File: config.mk
export PLATFORM = sky130hd
export DESIGN_NAME = pdm_capture_ctrl
export DESIGN_NICKNAME = d
export VERILOG_FILES = /design/src/rtl/pdm_capture_ctrl.sv
export SDC_FILE = /design/constraint.sdc
export NUM_CORES = 1
export LEC_CHECK = 0
export CAP_MARGIN = 20
export CORE_UTILIZATION = 30
export DETAILED_ROUTE_END_ITERATION = 6
export PLACE_DENSITY = 0.46
export SLEW_MARGIN = 10
export SYNTH_ARGS = -nofsm -noshare
export SYNTH_HDL_FRONTEND = slang
export SYNTH_SLANG_ARGS = --single-unit
export TNS_END_PERCENT = 50
File: constraint.sdc
create_clock -name clk -period 8.1 [get_ports clk]
set_input_delay 2.43 -clock clk [delete_from_list [all_inputs] [get_ports clk]]
set_output_delay 2.43 -clock clk [all_outputs]
set_load 0.005 [all_outputs]
File: src/rtl/pdm_capture_ctrl.sv
// pdm_capture_ctrl: capture controller for a PDM microphone front end.
// Sequences mic enable, discards warm-up samples, captures a block (or runs
// continuously) into a show-ahead FIFO and flags dropped samples.
// Optional peak-magnitude tracking is enabled by defining the macro
// PDM_CAPTURE_CTRL_PEAK_DETECT_EN; without it peak is tied to zero.
module pdm_capture_ctrl #(
    parameter int unsigned DATA_WIDTH     = 16,
    parameter int unsigned FIFO_DEPTH     = 64,
    parameter int unsigned WARMUP_SAMPLES = 16
) (
    input  logic                          clk,
    input  logic                          rst_n,
    input  logic                          start,
    input  logic                          abort,
    input  logic                          flush,
    input  logic [15:0]                   block_len,
    input  logic                          pcm_valid,
    input  logic [DATA_WIDTH-1:0]         pcm_in,
    output logic                          mic_en,
    output logic                          busy,
    output logic                          done,
    output logic                          overflow,
    output logic                          rd_valid,
    output logic [DATA_WIDTH-1:0]         rd_data,
    input  logic                          rd_ready,
    output logic [$clog2(FIFO_DEPTH):0]   fifo_level,
    output logic [DATA_WIDTH-1:0]         peak
);

    localparam int unsigned AW  = $clog2(FIFO_DEPTH);
    localparam int unsigned LW  = AW + 1;
    localparam int unsigned WCW = $clog2(WARMUP_SAMPLES + 1) + 1;

    localparam logic [LW-1:0]  LEVEL_FULL = LW'(FIFO_DEPTH);
    localparam logic [WCW-1:0] WARM_LAST  = WCW'(WARMUP_SAMPLES);

    typedef enum logic [1:0] {
        StIdle,
        StWarmup,
        StCapture,
        StDone
    } state_t;

    state_t state;

    logic [15:0]     blk_len_q;
    logic [15:0]     cap_cnt_q;
    logic [15:0]     cap_next;
    logic [WCW-1:0]  warm_cnt_q;
    logic [WCW-1:0]  warm_next;

    logic [DATA_WIDTH-1:0] mem [FIFO_DEPTH];
    logic [AW-1:0]         wr_ptr;
    logic [AW-1:0]         rd_ptr;
    logic [LW-1:0]         count;

    logic full;
    logic pop;
    logic cap_sample;
    logic push;

    assign cap_next  = cap_cnt_q + 16'd1;
    assign warm_next = warm_cnt_q + WCW'(1);

    assign full       = (count == LEVEL_FULL);
    assign rd_valid   = (count != '0);
    assign pop        = rd_valid && rd_ready;
    // A sample that coincides with abort is never written.
    assign cap_sample = (state == StCapture) && pcm_valid && !abort;
    // A pop in the same cycle frees the slot, so a full FIFO still accepts.
    assign push       = cap_sample && (!full || pop);

    assign fifo_level = count;
    assign rd_data    = rd_valid ? mem[rd_ptr] : '0;

    // Capture sequencing FSM with registered status outputs.
    always_ff @(posedge clk or negedge rst_n) begin
        if (!rst_n) begin
            state      <= StIdle;
            mic_en     <= 1'b0;
            busy       <= 1'b0;
            done       <= 1'b0;
            overflow   <= 1'b0;
            blk_len_q  <= '0;
            cap_cnt_q  <= '0;
            warm_cnt_q <= '0;
        end else begin
            done <= 1'b0;
            unique case (state)
                StIdle: begin
                    if (start) begin
                        blk_len_q  <= block_len;
                        overflow   <= 1'b0;
                        cap_cnt_q  <= '0;
                        warm_cnt_q <= '0;
                        busy       <= 1'b1;
                        mic_en     <= 1'b1;
                        state      <= (WARMUP_SAMPLES == 0) ? StCapture : StWarmup;
                    end
                end
                StWarmup: begin
                    if (abort) begin
                        state  <= StIdle;
                        mic_en <= 1'b0;
                        busy   <= 1'b0;
                    end else if (pcm_valid) begin
                        warm_cnt_q <= warm_next;
                        if (warm_next == WARM_LAST) begin
                            state <= StCapture;
                        end
                    end
                end
                StCapture: begin
                    if (abort) begin
                        state  <= StIdle;
                        mic_en <= 1'b0;
                        busy   <= 1'b0;
                    end else if (pcm_valid) begin
                        cap_cnt_q <= cap_next;
                        if (full && !pop) begin
                            overflow <= 1'b1;
                        end
                        // block_len of zero means run until abort.
                        if ((blk_len_q != 16'd0) && (cap_next == blk_len_q)) begin
                            state  <= StDone;
                            done   <= 1'b1;
                            mic_en <= 1'b0;
                        end
                    end
                end
                StDone: begin
                    state <= StIdle;
                    busy  <= 1'b0;
                end
                default: begin
                    state  <= StIdle;
                    mic_en <= 1'b0;
                    busy   <= 1'b0;
                end
            endcase
        end
    end

    // FIFO pointers and occupancy; flush wins over any same-cycle push/pop.
    always_ff @(posedge clk or negedge rst_n) begin
        if (!rst_n) begin
            wr_ptr <= '0;
            rd_ptr <= '0;
            count  <= '0;
        end else if (flush) begin
            wr_ptr <= '0;
            rd_ptr <= '0;
            count  <= '0;
        end else begin
            if (push) begin
                wr_ptr <= wr_ptr + AW'(1);
            end
            if (pop) begin
                rd_ptr <= rd_ptr + AW'(1);
            end
            case ({push, pop})
                2'b10:   count <= count + LW'(1);
                2'b01:   count <= count - LW'(1);
                default: count <= count;
            endcase
        end
    end

    // Sample storage; contents are meaningless once the pointers are reset.
    always_ff @(posedge clk) begin
        if (push && !flush) begin
            mem[wr_ptr] <= pcm_in;
        end
    end

`ifdef PDM_CAPTURE_CTRL_PEAK_DETECT_EN
    localparam logic [DATA_WIDTH-1:0] MAX_POS = {1'b0, {(DATA_WIDTH-1){1'b1}}};
    localparam logic [DATA_WIDTH-1:0] MIN_NEG = {1'b1, {(DATA_WIDTH-1){1'b0}}};

    logic [DATA_WIDTH-1:0] mag;
    logic [DATA_WIDTH-1:0] peak_q;

    // Magnitude of the incoming sample; the most negative code saturates.
    always_comb begin
        mag = pcm_in;
        if (pcm_in[DATA_WIDTH-1]) begin
            if (pcm_in == MIN_NEG) begin
                mag = MAX_POS;
            end else begin
                mag = -pcm_in;
            end
        end
    end

    // Running maximum of written sample magnitudes, cleared on a new capture.
    always_ff @(posedge clk or negedge rst_n) begin
        if (!rst_n) begin
            peak_q <= '0;
        end else if ((state == StIdle) && start) begin
            peak_q <= '0;
        end else if (push && !flush && (mag > peak_q)) begin
            peak_q <= mag;
        end
    end

    assign peak = peak_q;
`else
    assign peak = '0;
`endif

endmodule

==> results of run 1 <==
[routing by layer]
layer | part of all wire | wire length [µm] | GRT usage
met1 | 0.44 | 50000 | 0.218
met2 | 0.48 | 55300 | 0.258
met3 | 0.058 | 6640 | 0.0332
met4 | 0.018 | 2080 | 0.0337
met5 | 0.00044 | 50 | 0
[where the power goes]
group,switching [mW],internal (mW),leakage [nW],total (mW)
Sequential,0.177,6.22,10.0,6.40
Combinational,1.11,1.21,3.58,2.32
Clock,2.20,3.18,1.85,5.39
Total,3.49,10.6,15.5,14.1
[registers in the layout (all words and copies together) (netlist names)]
signal	cells
blk_len_q	16
busy	1
cap_cnt_q	16
done	1
fifo_level	7
mem	1024
mic_en	1
overflow	1
rd_ptr	6
state	2
warm_cnt_q	6
wr_ptr	6
[cell type report]
class | count | area share
clock inverter | 64 | 0.0162
antenna | 2 | 0.0000992
timing repair buffer | 173 | 0.0309
clock buffer | 143 | 0.0599
tap | 1890 | 0.0469
sequential | 1087 | 0.641
multi-input combinational | 765 | 0.204
inverter | 8 | 0.000595
[kinds of logic after synthesis]
family                   synth area share
adder cells (fa/ha/maj)           0.00425
other                           0.0000872
AND/OR/NAND/NOR                    0.0288
AO/OA/AOI/OAI                      0.0132
flip-flops                          0.752
XOR/XNOR                          0.00672
buffers and inverters              0.0140
multiplexers                        0.181
[worst max-delay path: cells and delay by family (launching register included)]
kind	cells	cell delay, ps
multiplexers	3	1720
flip-flops	1	1030
buffers and inverters	2	800
AND/OR/NAND/NOR	1	200
[final timing paths]
| path | start | endpoint | slack [ps] |
|---|---|---|---|
| setup / recovery | rd_ptr[0]$_DFFE_PN0P_ | rd_data[2] | 1090 |
| hold / removal | cap_cnt_q[15]$_DFFE_PN0P_ | cap_cnt_q[15]$_DFFE_PN0P_ | 520 |
| setup reg to reg | state[0]$_DFFE_PN0P_ | mem[9][0]$_DFFE_PP_ | 4150 |
| hold reg to reg | cap_cnt_q[15]$_DFFE_PN0P_ | cap_cnt_q[15]$_DFFE_PN0P_ | 520 |
| max in group asynchronous | rst_n | rd_ptr[0]$_DFFE_PN0P_ | 5450 |
| min in group asynchronous | rst_n | blk_len_q[1]$_DFFE_PN0P_ | 1940 |
[placed cells by master, fill, tap and decap left out, drive strengths merged, types with 24 or more instances in the layout]
cell,count
and2,24
buf,124
clkbuf,143
clkdlybuf4s50,49
clkinv,37
dfrtp,63
edfxtp,1024
mux4,336
nand2,46
nor2,106
o21ai,35
[per-stage QoR]
step | worst slack, ps | std cells | hold slack [ps] | power (mW)
floorplan | 3030 | 1979 | 470 | 7.99
global placement | 1770 | 3918 | 497 | 8.86
detailed placement | 1750 | 3919 | 500 | 8.89
CTS | 922 | 4126 | 514 | 14.3
global route | 865 | 4130 | 553 | 14.6
finish | 1090 | 4132 | 517 | 14.1
==> results.ini, run 1 <==
[outcome]
status = finished clean

[sta]
fin_skew_ps = 50.7
drv_slew = 0
min_period_ps = 7010
rsz0062_at_grt = false
max_freq_mhz = 143
hold_viol = 0
worst_slew_pin_slew_ps = 1070
finalSetupTns_ps = 0
relSlewSlack = 0.290
post-route-period-util = 0.866
setup_violations = 0

[yosys]
netlist_top_cells_count = 1,024 x edfxtp_1, 336 x mux4_2, 106 x nor2_1
ys_seq_area_frac = 0.752
ys_top_cells_by_area = edfxtp_1 72%, mux4_2 18%, dfrtp_1 3.7%, nor2_1 0.93%, clkbuf_1 0.52%
syn_area_um2 = 43000
yosysTopAreaCell = edfxtp_1
yosys_warnings = 0
synth_edf_count = 1024
syn_area_per_cell_um2 = 21.9
synth_top_area_frac = 0.715
synthArstFlopShare = 0.0580
syn_inst = 1964
ys_ff_latch = 1087
yosys.cell_types.count = 59
yosysMostFrequentCell = edfxtp_1
synth_flop_cell = edfxtp_1

[floorplanning]
coreArea_um2 = 142000
die_w_um = 381
boundaryPins = 83
die_y_um = 381
start_util = 0.303
row_count = 138
die_area_um2 = 145000

[power_and_ir_drop]
p_leak_nw = 15.5
ir_drop_mv = 0.186
power.density_nw_per_um2 = 279

[clocking]
cts_tree = yes
clk_latency_ps = 750
postCtsSetupRepairBufs = 0
cts_buffers = 115
cts_buffer_depth = 3
cts_sinks = 1087
path_clk_slew_ps = 60
cts_resized = 0
htree_levels = 3
cts-root-buf = clkbuf_16
hold_buffers = 0

[detailed_routing]
viasPerCell = 4.96
dr.first_iter.drc_count = 1987
vias = 20509
ant_nets = 0
drc = 0
dr.pass1.iters = 5
wl_per_cell_um = 27.6
routed_wl_mm = 114

[cells_and_area]
final_nets = 2203
regArea_um2 = 32300
stdcell_area_um2 = 50500
fin_util = 0.355
syn_to_final_growth_pct = 17.4
n_fill_cell = 13096
multi_input_area_um2 = 10300
drive_above_1_share = 0.320

[critical_path]
cpMaxStageDelayCell = dfrtp_4
crit_type = reg2out
r2r_cells = 8
required_ps = 5670
cp.arrival_ps = 4580
path_max_fanout = 39
cp-start-kind = register
path_common_cell = mux4_2
cpPeakStageDelay_ps = 1030
cp-end-kind = output pin
path_cells = buf_12 > mux4_2 > mux4_2 > mux4_2 > and2_1 > clkdlybuf4s50_1

[placed_design]
portBuffers = 66
hpwl_mm = 63.8
placedInstanceArea_um2 = 46500
place.gp.congestion = 0.744

[run]
maxCapViolations = 0

[hold_path]
hp-class = reg2reg
hold_depth = 1

[global_route]
antenna_found_initial = 20
grt_max_degree = 65
grt-ovfl-total = 0
grt_pass1_wl_mm = 163
first_global_vias = 21549
grt_use_total = 0.158

No activity file was read; power rests on OpenSTA's default activity.
==> inputs of run 2 (changes only) <==
--- a/config.mk
+++ b/config.mk
@@ -13,4 +13,3 @@
 export SYNTH_ARGS = -nofsm -noshare
 export SYNTH_HDL_FRONTEND = slang
 export SYNTH_SLANG_ARGS = --single-unit
-export TNS_END_PERCENT = 50
==> results of run 2 <==
The final DEF is identical to that of run 1; final timing and power are the same.
